File: src/rtl/sd_pkg.sv
`default_nettype none
// ============================================================================
// Module      : sd_pkg
// Description : Shared SD-host definitions. Holds the op-code values, the
//               CRC16-CCITT polynomial, the default block size and a one-byte
//               CRC16 update function that both read and write paths use.
// Revision    : 1.0  initial release
// ============================================================================
package sd_pkg;

    localparam logic        c_op_read     = 1'b0;
    localparam logic        c_op_write    = 1'b1;
    localparam logic [15:0] c_crc16_poly  = 16'h1021;
    localparam int          c_block_bytes = 512;

    // CRC16-CCITT, MSB first, eight shift steps unrolled for one byte.
    function automatic logic [15:0] crc16_byte(input logic [15:0] crc,
                                               input logic [7:0]  data);
        logic [15:0] c;
        c = crc;
        for (int i = 7; i >= 0; i--) begin
            if (c[15] ^ data[i])
                c = {c[14:0], 1'b0} ^ c_crc16_poly;
            else
                c = {c[14:0], 1'b0};
        end
        return c;
    endfunction

endpackage
`default_nettype wire

File: src/rtl/sd_block_ram.sv
`default_nettype none
// ============================================================================
// Module      : sd_block_ram
// Description : One-write one-read byte RAM holding a captured block.
//               Registered read port with 1-cycle latency.
// Ports       : clk, rst      clock / async active-high reset (read reg only)
//               wr_en/wr_addr/wr_data   write port
//               rd_addr/rd_data         registered read port
// Revision    : 1.0  initial release
// ============================================================================
module sd_block_ram #(
    parameter int DEPTH = 512
) (
    input  logic                     clk,
    input  logic                     rst,
    input  logic                     wr_en,
    input  logic [$clog2(DEPTH)-1:0] wr_addr,
    input  logic [7:0]               wr_data,
    input  logic [$clog2(DEPTH)-1:0] rd_addr,
    output logic [7:0]               rd_data
);

    logic [7:0] r_mem [DEPTH];

    // Storage is not reset; only the output register is.
    always_ff @(posedge clk) begin
        if (wr_en)
            r_mem[wr_addr] <= wr_data;
    end

    always_ff @(posedge clk or posedge rst) begin
        if (rst)
            rd_data <= 8'h00;
        else
            rd_data <= r_mem[rd_addr];
    end

endmodule
`default_nettype wire

File: src/rtl/sd_block_reader.sv
`default_nettype none
// ============================================================================
// Module      : sd_block_reader
// Description : Issues single-block READs to the SD controller, captures the
//               data bytes into a byte RAM, checks the trailing CRC16 and
//               exposes the block through a registered random-access port.
// Ports       : req/req_addr/ready          host request handshake
//               done/crc_ok/timeout_err     completion status
//               rd_addr/rd_data             host read port (1-cycle latency)
//               ctrl_*                      SD controller interface
// Revision    : 1.0  initial release
// ============================================================================
module sd_block_reader
    import sd_pkg::*;
#(
    parameter int BLOCK_BYTES    = c_block_bytes,
    parameter int TIMEOUT_CYCLES = 2000000,
    parameter bit CRC_CHECK      = 1'b1
) (
    input  logic                           clk,
    input  logic                           rst,
    input  logic                           req,
    input  logic [31:0]                    req_addr,
    output logic                           ready,
    output logic                           done,
    output logic                           crc_ok,
    output logic                           timeout_err,
    input  logic [$clog2(BLOCK_BYTES)-1:0] rd_addr,
    output logic [7:0]                     rd_data,
    output logic                           ctrl_execute,
    output logic                           ctrl_op_code,
    output logic [31:0]                    ctrl_block_addr,
    input  logic                           ctrl_busy,
    input  logic                           ctrl_byte_valid,
    input  logic [7:0]                     ctrl_byte,
    input  logic                           ctrl_block_done
);

    localparam int AW = $clog2(BLOCK_BYTES);
    localparam int CW = AW + 1;
    localparam int TW = $clog2(TIMEOUT_CYCLES + 1);
    localparam logic [CW-1:0] c_last_byte = CW'(BLOCK_BYTES - 1);
    localparam logic [TW-1:0] c_tmo_last  = TW'(TIMEOUT_CYCLES - 1);

    localparam logic [2:0] c_st_idle      = 3'd0;
    localparam logic [2:0] c_st_issue     = 3'd1;
    localparam logic [2:0] c_st_recv      = 3'd2;
    localparam logic [2:0] c_st_crc_hi    = 3'd3;
    localparam logic [2:0] c_st_crc_lo    = 3'd4;
    localparam logic [2:0] c_st_wait_done = 3'd5;

    logic [2:0]    r_state;
    logic          r_busy_q, r_bv_q, r_bv_d, r_bd_q, r_bd_d;
    logic [7:0]    r_byte_q;
    logic [CW-1:0] r_cnt;
    logic [15:0]   r_crc, r_crc_rx;
    logic [TW-1:0] r_tmo;
    logic          r_done, r_crc_ok, r_tmo_err, r_exec;
    logic [31:0]   r_addr;

    logic w_byte_ev, w_blk_ev, w_active, w_tmo_hit, w_ram_we, w_short;

    // The controller drives on negedge; one flop per input re-times it and a
    // second stage on the strobes turns the levels into rising-edge events.
    always_ff @(posedge clk or posedge rst) begin
        if (rst) begin
            r_busy_q <= 1'b0;
            r_bv_q   <= 1'b0;
            r_bv_d   <= 1'b0;
            r_bd_q   <= 1'b0;
            r_bd_d   <= 1'b0;
            r_byte_q <= 8'h00;
        end else begin
            r_busy_q <= ctrl_busy;
            r_bv_q   <= ctrl_byte_valid;
            r_bv_d   <= r_bv_q;
            r_bd_q   <= ctrl_block_done;
            r_bd_d   <= r_bd_q;
            r_byte_q <= ctrl_byte;
        end
    end

    assign w_byte_ev = r_bv_q & ~r_bv_d;
    assign w_blk_ev  = r_bd_q & ~r_bd_d;
    assign w_active  = (r_state != c_st_idle);
    assign w_tmo_hit = w_active && (r_tmo == c_tmo_last);
    assign w_ram_we  = (r_state == c_st_recv) && w_byte_ev;
    // Block finished before the CRC trailer was fully received.
    assign w_short   = w_blk_ev && w_active && (r_state != c_st_wait_done);

    always_ff @(posedge clk or posedge rst) begin
        if (rst) begin
            r_state   <= c_st_idle;
            r_cnt     <= '0;
            r_crc     <= 16'h0000;
            r_crc_rx  <= 16'h0000;
            r_tmo     <= '0;
            r_done    <= 1'b0;
            r_crc_ok  <= 1'b0;
            r_tmo_err <= 1'b0;
            r_exec    <= 1'b0;
            r_addr    <= 32'h0;
        end else begin
            r_done <= 1'b0;
            if (w_active)
                r_tmo <= r_tmo + TW'(1);

            case (r_state)
                c_st_idle: begin
                    // Gating on r_done drops a req that lands on the done cycle.
                    if (req && !r_done) begin
                        r_addr    <= req_addr;
                        r_crc_ok  <= 1'b0;
                        r_tmo_err <= 1'b0;
                        r_cnt     <= '0;
                        r_crc     <= 16'h0000;
                        r_crc_rx  <= 16'h0000;
                        r_tmo     <= '0;
                        r_exec    <= 1'b1;
                        r_state   <= c_st_issue;
                    end
                end
                c_st_issue: begin
                    if (r_busy_q) begin
                        r_exec  <= 1'b0;
                        r_state <= c_st_recv;
                    end
                end
                c_st_recv: begin
                    if (w_byte_ev) begin
                        r_crc <= crc16_byte(r_crc, r_byte_q);
                        r_cnt <= r_cnt + CW'(1);
                        if (r_cnt == c_last_byte)
                            r_state <= c_st_crc_hi;
                    end
                end
                c_st_crc_hi: begin
                    if (w_byte_ev) begin
                        r_crc_rx[15:8] <= r_byte_q;
                        r_state        <= c_st_crc_lo;
                    end
                end
                c_st_crc_lo: begin
                    if (w_byte_ev) begin
                        r_crc_rx[7:0] <= r_byte_q;
                        r_state       <= c_st_wait_done;
                    end
                end
                c_st_wait_done: begin
                    if (w_blk_ev) begin
                        r_crc_ok <= CRC_CHECK ? (r_crc_rx == r_crc) : 1'b1;
                        r_done   <= 1'b1;
                        r_state  <= c_st_idle;
                    end
                end
                default: r_state <= c_st_idle;
            endcase

            // Any block-done event (short or complete) outranks the timeout.
            if (w_short) begin
                r_crc_ok <= 1'b0;
                r_done   <= 1'b1;
                r_exec   <= 1'b0;
                r_state  <= c_st_idle;
            end else if (w_tmo_hit && !w_blk_ev) begin
                r_tmo_err <= 1'b1;
                r_crc_ok  <= 1'b0;
                r_done    <= 1'b1;
                r_exec    <= 1'b0;
                r_state   <= c_st_idle;
            end
        end
    end

    sd_block_ram #(
        .DEPTH (BLOCK_BYTES)
    ) u_ram (
        .clk     (clk),
        .rst     (rst),
        .wr_en   (w_ram_we),
        .wr_addr (r_cnt[AW-1:0]),
        .wr_data (r_byte_q),
        .rd_addr (rd_addr),
        .rd_data (rd_data)
    );

    assign ready           = (r_state == c_st_idle) && !r_done;
    assign done            = r_done;
    assign crc_ok          = r_crc_ok;
    assign timeout_err     = r_tmo_err;
    assign ctrl_execute    = r_exec;
    assign ctrl_op_code    = c_op_read;
    assign ctrl_block_addr = r_addr;

endmodule
`default_nettype wire

File: config.mk
export PLATFORM = sky130hd
export DESIGN_NAME = sd_block_reader
export DESIGN_NICKNAME = d
export VERILOG_FILES = /design/src/rtl/sd_pkg.sv /design/src/rtl/sd_block_ram.sv /design/src/rtl/sd_block_reader.sv
export SDC_FILE = /design/constraint.sdc
export NUM_CORES = 2
export LEC_CHECK = 0
export BUFFER_PORTS_ARGS = -buffer_cell sky130_fd_sc_hd__buf_2
export CELL_PAD_IN_SITES_DETAIL_PLACEMENT = 0
export CELL_PAD_IN_SITES_GLOBAL_PLACEMENT = 1
export CORE_MARGIN = 10
export CORE_UTILIZATION = 45
export DETAILED_ROUTE_END_ITERATION = 8
export HOLD_SLACK_MARGIN = 0.02
export PLACE_DENSITY_LB_ADDON = 0.2
export SETUP_SLACK_MARGIN = 0.3
export SLEW_MARGIN = 15
export SYNTH_ARGS = -nofsm -noshare
export SYNTH_HDL_FRONTEND = slang
export SYNTH_HIERARCHICAL = 1
export SYNTH_SLANG_ARGS = --single-unit
export TNS_END_PERCENT = 100
File: constraint.sdc
create_clock -name clk -period 7.9 [get_ports clk]
set_input_delay 0.79 -clock clk [delete_from_list [all_inputs] [get_ports clk]]
set_output_delay 0.79 -clock clk [all_outputs]
set_load 0.02 [all_outputs]
; Word level (Yosys, flattened, before mapping)
; Memory sizes are Yosys's and may differ from the RTL's. A register that Yosys moved wholly into a read port is not among the register bits.
; Index checks and enable logic that the tools add are counted.
[totals]
latchBits = 0
ramBits = 4096
wordCells = 147
rom_bits = 0
regBits = 115
out_inout_bits = 46
n_memories = 1
in_bits = 55
[memory_table]
columns = name, depth, word_bits, rd, rd_ports_with_merged_regs, wr, line_no
row1 = u_ram.r_mem, 512, 8, 1, 1, 1, sd_block_ram.sv:23  ; logic [7:0] r_mem [DEPTH];
[op_classes]
order_cmp = 0
n_mux = 64
mul = 0
reduce_logical = 23
n_bitwise = 20
shifts = 0
div = 0
add_sub_neg = 2
n_eq_ne = 20
[ops]
columns = cell, count
row1 = 16-bit 2-to-1 mux, 16
row2 = 13-bit 2-to-1 mux, 8
row3 = 21-bit 2-to-1 mux, 3
row4 = 16-bit one-hot mux with 2 select lines, 1
row5 = 8-bit one-hot mux with 2 select lines, 2
row6 = 3-bit 2-to-1 mux, 9
row7 = 3-bit inverter, 8
row8 = "21-bit by 1-bit adder with 21-bit output, second input constant", 1
row9 = "21-bit equality test, second input constant", 1
row10 = 10-bit 2-to-1 mux, 2
row11 = "4-bit inequality test, second input constant", 5
row12 = 10-bit one-hot mux with 2 select lines, 1
row13 = 1-bit 2-to-1 mux, 18
row14 = 3-bit one-hot mux with 6 select lines, 1
row15 = 16-bit equality test, 1
row16 = 3-bit AND reduction, 5
row17 = "10-bit by 1-bit adder with 10-bit output, second input constant", 1
row18 = "10-bit by 9-bit equality test with 1-bit output, second input constant", 1
row19 = 8-bit 2-to-1 mux, 1
row20 = "2-bit inequality test, second input constant", 4
row21 = 4-bit nonzero test, 2
row22 = 1-bit XOR, 8
row23 = 1-bit logical AND, 7
row24 = 7-bit AND reduction, 1
row25 = 14 further kinds, 22

; Depth between registers and ports, before layout
[depth]
ltp_word = 32
depth_mapped = 13

; Hierarchy
; The synthesis kept the hierarchy.
[modules_own_cells]
columns = mod, cells_per_inst, n_inst, seq_area_each_um2, area_each_um2
row1 = sd_block_ram, 8001, 1, 123198.2, 160395.1
row2 = sd_block_reader, 496, 1, 2877.8, 5048.6

; Worst setup path before layout
; Ideal clock, no wire load.
[synth_timing]
path_type = reg2reg
startpoint = register r_byte_q[6]
endpoint = register r_crc[7]
path_slack_ns = -0.206
t_arrival_ns = 7.973
stages_incl_launch_ff = 5
n_path_buf = 0
t_required_ns = 7.767
setup_ns = 0.133
period_less_slack_ns = 8.106
path_cell_list = dfrtp_1 > xnor2_1 > xnor2_1 > xnor2_1 > o21ai_0
[synth_between]
elab_chain_len = 20
[synth_lines]
columns = item, line_no
row1 = start: declaration, sd_block_reader.sv:54  ; logic [7:0] r_byte_q;
row2 = start signal: assignment, sd_block_reader.sv:79  ; r_byte_q <= ctrl_byte;
row3 = 1-bit XOR, sd_pkg.sv:22  ; if (c[15] ^ data[i])
row4 = 13-bit 2-to-1 mux, sd_pkg.sv:22
row5 = 16-bit 2-to-1 mux, sd_block_reader.sv:130  ; if (w_byte_ev) begin
row6 = 16-bit 2-to-1 mux, sd_block_reader.sv:108  ; case (r_state)
row7 = 16-bit 2-to-1 mux, sd_block_reader.sv:130
row8 = 16-bit 2-to-1 mux, sd_block_reader.sv:108
row9 = 16-bit 2-to-1 mux, sd_block_reader.sv:130
row10 = 16-bit 2-to-1 mux, sd_block_reader.sv:108
row11 = [... 4 more ...], -
row12 = 16-bit 2-to-1 mux, sd_block_reader.sv:130
row13 = 16-bit 2-to-1 mux, sd_block_reader.sv:108
row14 = 13-bit 2-to-1 mux, sd_pkg.sv:22
row15 = 16-bit 2-to-1 mux, sd_block_reader.sv:130
row16 = 16-bit 2-to-1 mux, sd_block_reader.sv:108
row17 = 13-bit 2-to-1 mux, sd_pkg.sv:22
row18 = 16-bit 2-to-1 mux, sd_block_reader.sv:130
row19 = 16-bit one-hot mux with 2 select lines, sd_block_reader.sv:108
row20 = end signal: assignment, sd_block_reader.sv:131  ; r_crc <= crc16_byte(r_crc, r_byte_q);
row21 = end: declaration, sd_block_reader.sv:56  ; logic [15:0] r_crc, r_crc_rx;
; Every way passes these cells. The select of a mux whose other input is x is not followed.
; A chain may end at the register's enable or synchronous reset.

; Worst setup path after layout
[layout_timing]
startpoint = register r_state[2]
endpoint = memory u_ram.r_mem[56][1], enable pin
[layout_between]
elab_chain_len = 4
[layout_lines]
columns = item, line_no
row1 = start: declaration, sd_block_reader.sv:52  ; logic [2:0] r_state;
row2 = start signal: assignment, sd_block_reader.sv:93  ; r_state <= c_st_idle;
row3 = start signal: assignment, sd_block_reader.sv:120  ; r_state <= c_st_issue;
row4 = start signal: assignment, sd_block_reader.sv:126  ; r_state <= c_st_recv;
row5 = 3-bit by 2-bit equality test with 1-bit output, sd_block_reader.sv:87  ; assign w_ram_we = (r_state == c_st_recv) && w_byte_ev;
row6 = 1-bit logical AND, sd_block_reader.sv:87
row7 = net w_ram_we, sd_block_reader.sv:61  ; logic w_byte_ev, w_blk_ev, w_active, w_tmo_hit, w_ram_we, w_short;
row8 = 1-bit 2-to-1 mux, sd_block_ram.sv:27  ; if (wr_en)
row9 = 1-bit 2-to-1 mux (not written as such), sd_block_ram.sv:28  ; r_mem[wr_addr] <= wr_data;
row10 = end: declaration, sd_block_ram.sv:23
; The timed path passes the listed nets, and every way through them passes these cells.

==> impl_metrics.toml <==
[synthesis]
seq_area_frac_synth_pct = 76.2
synth_top_area_cell = "edfxtp_1"
synth-edff-count = 4096
yosysWarnings = 6
syn_nets = 8554
synth_top_area_share_pct = 74.3
synthCells = 8497
synth_async_sr_flop_share_pct = 2.92
yosysUniqueCellTypes = 70
syn_avg_cell_area_um2 = 19.5
ys_seq_elements = 4219
synth_ff_type = "edfxtp_1"
synth_area_leaders = "edfxtp_1, mux4_2, mux2i_1, o221ai_1, dfrtp_1"
netlist_area_mm2 = 0.165

[cts]
clk_latency_ns = 0.99
postCtsSetupRepairBufs = 0
cts_tree = "yes"
cts.clk_slew.worst_paths_ns = 0.06
numCtsBuffers = 434
clock-root-buffer = "clkbuf_16"
htreeDepth = 5
clock_sinks = 4219
clockBufferDepth = 4

[grt]
grt_pass1_vias = 84900
grt_pass1_wl_um = 631000
overflow = 0
grt_max_degree = 193
antenna_found_initial = 26
grt_use_total_pct = 21.9

[floorplanning]
die_x_um = 626
core_mm2 = 0.366
rows = 222
die-height_um = 626
initial_core_util_pct = 45.2
die_area_mm2 = 0.392
top_level_ports = 101

[drt]
first_pass_iters = 9
vias_per_cell = 6.13
detail_route.drc_violations = 0
num_vias = 85100
wl_per_cell_um = 31.8
antenna_left = 0
routed_wl_um = 442000
first_iter_violations = 9878

[sta]
drv_slew = 0
maxSlewHeadroom_pct = 9.39
fin_tns_setup_ns = 0
period_share_pct = 63.3
hold_violations = 0
period_minus_slack_ns = 5.00
timing.fmax_ghz = 0.200
setup_viol = 0
rsz0062_at_grt = "false"
worstMarginPinSlew_ns = 1.36
finClkSkew_ns = 0.0788

[critical_path]
startpoint = "r_state[2]$_DFFE_PP0P_"
reg2regPathDepth = 8
startpoint_type = "flip-flop"
r2r_setup_slack_ns = 2.90
cp.required_ns = 8.45
setup.worst_path.end = "u_ram/r_mem[56][1]$_DFFE_PP_"
setup.worst_path.class = "flip-flop to flip-flop"
end_kind = "flip-flop"
r2r_end = "u_ram/r_mem[56][1]$_DFFE_PP_"
reg2reg_from = "r_state[2]$_DFFE_PP0P_"
cp_max_fo = 22
worstPathArrival_ns = 5.54

[layout]
final_layout_size_suffix_gt1_share_pct = 17.2
utilization_pct = 50.5
fillers = 29200
nets = 8759
seq_area_mm2 = 0.126
multi_input_area_mm2 = 0.0360
area_growth_pct = 11.6

[placed_design]
routabilityCongestion = 0.817
dp_hpwl_um = 263000
port_buffers = 99

[flow_run]
cap_viol_max_count = 0

[run_status]
status = "complete, no violations"

[min_path]
min_path_type = "input pin to flip-flop"
min_from = "req"

[power]
ir_drop_uv = 212
p_leak_nw = 59.0
power_density_mw_per_mm2 = 258
synthesized netlist by cell type (91+ instances only):
| cell type | instances |
|---|---|
| a21oi_1 | 210 |
| buf_2 | 94 |
| buf_6 | 91 |
| clkbuf_1 | 228 |
| dfrtp_1 | 123 |
| edfxtp_1 | 4096 |
| mux2i_1 | 809 |
| mux4_2 | 637 |
| nand2_1 | 267 |
| nor2_1 | 575 |
| o21ai_0 | 153 |
| o221ai_1 | 355 |
| o22ai_1 | 189 |
what timing repair did:
action | CTS | global route
hold buffers | 44 | 0
endpoints found under the hold margin | 51 | 0
resized for setup | 0 | 0
kinds of logic after synthesis:
family          Yosys count  synth area share, %
simple gates           1101                 2.88
mux                    1462                 13.8
xor+xnor                 44                0.233
compound gates         1124                 4.76
fa+ha+maj                 2               0.0151
other cells               1              0.00227
buf+inv                 544                 2.14
flops                  4219                 76.2
per-stage QoR:
step	instance area (um^2)	hold WS, ns	worst slack, ns	power (mW)	std cells
2_1_floorplan	165000	0.367	0.380	27.2	8497
3_3_place_gp	170000	0.381	2.31	28.1	13000
3_5_place_dp	170000	0.389	2.67	28.2	13000
4_1_cts	185000	0.259	2.83	48.0	13900
5_1_grt	185000	0.331	2.59	49.1	13900
6_report	185000	0.334	2.90	47.6	13900
metal layers:
metal | vias up | part of all wire, % | track usage [%]
li1 | 35600 | - | -
met1 | 45400 | 42 | 31.6
met2 | 3424 | 47 | 34.9
met3 | 667 | 7.6 | 3.69
met4 | 14 | 2.8 | 6.02
met5 | - | 0.026 | 0
where the power goes:
group | internal, mW | total, mW | switching, mW
Combinational | 0.923 | 2.79 | 1.87
Clock | 11.4 | 19.9 | 8.46
Sequential | 24.7 | 24.9 | 0.208
Total | 37.1 | 47.6 | 10.5
sequential cells by signal (all words and copies together), names as in the netlist, 3 cells and up:
name and count:
r_crc 16, r_crc_rx 16, u_ram/rd_data 8, u_ram/r_mem 4096, r_tmo 21, ctrl_block_addr 32, r_state 3, r_byte_q 8
r_cnt 10
layout by cell type, fill, tap and decap left out, types with 29 or more instances in the layout:
| master | count |
|---|---|
| o221ai_1 | 355 |
| clkinv_1 | 118 |
| edfxtp_1 | 4096 |
| a22oi_1 | 85 |
| nand3_1 | 52 |
| mux2i_1 | 809 |
| buf_12 | 35 |
| clkbuf_1 | 83 |
| dlygate4sd3_1 | 44 |
| o21ai_0 | 151 |
| a21oi_1 | 210 |
| nor3_1 | 40 |
| bufinv_16 | 39 |
| clkbuf_16 | 440 |
| o22ai_1 | 189 |
| nor2_1 | 570 |
| mux4_2 | 637 |
| buf_4 | 127 |
| dfrtp_1 | 115 |
| clkinv_2 | 83 |
| buf_2 | 95 |
| nand2_1 | 253 |
| nand4_1 | 29 |
worst min path at each step:
stage                     cells past startpoint            endpoint  slack (ns)
after CTS                                     4  r_tmo[1]$_DFF_PP0_        0.26
final                                         4  r_tmo[1]$_DFF_PP0_        0.33
after global placement                        0    r_bd_d$_DFF_PP0_        0.38
after floorplan                               0    r_bv_d$_DFF_PP0_        0.37
after detailed placement                      0    r_bd_d$_DFF_PP0_        0.39
after global routing                          4  r_tmo[1]$_DFF_PP0_        0.33
critical path, cell delays in order (launching register included):
cell and delay [ns]:
dfrtp_1 0.51, nor2_1 0.37, nand3_1 0.65, clkinv_1 0.43
nand2_1 0.10, nor2_1 0.63, nand2_4 0.64, buf_4 0.53
nor2_1 0.68
cell type report:
type                    instances  share of cell area [%]
flip-flops and latches       4219                    68.3
multi-input cells            3734                    19.5
clock buffers                 523                    6.13
well taps                    4816                    3.26
repair buffers                305                    1.42
clock inverters               268                    1.31
inverters                       8                  0.0217
diodes                          5                 0.00678
No activity file was read; power rests on OpenSTA's default activity.
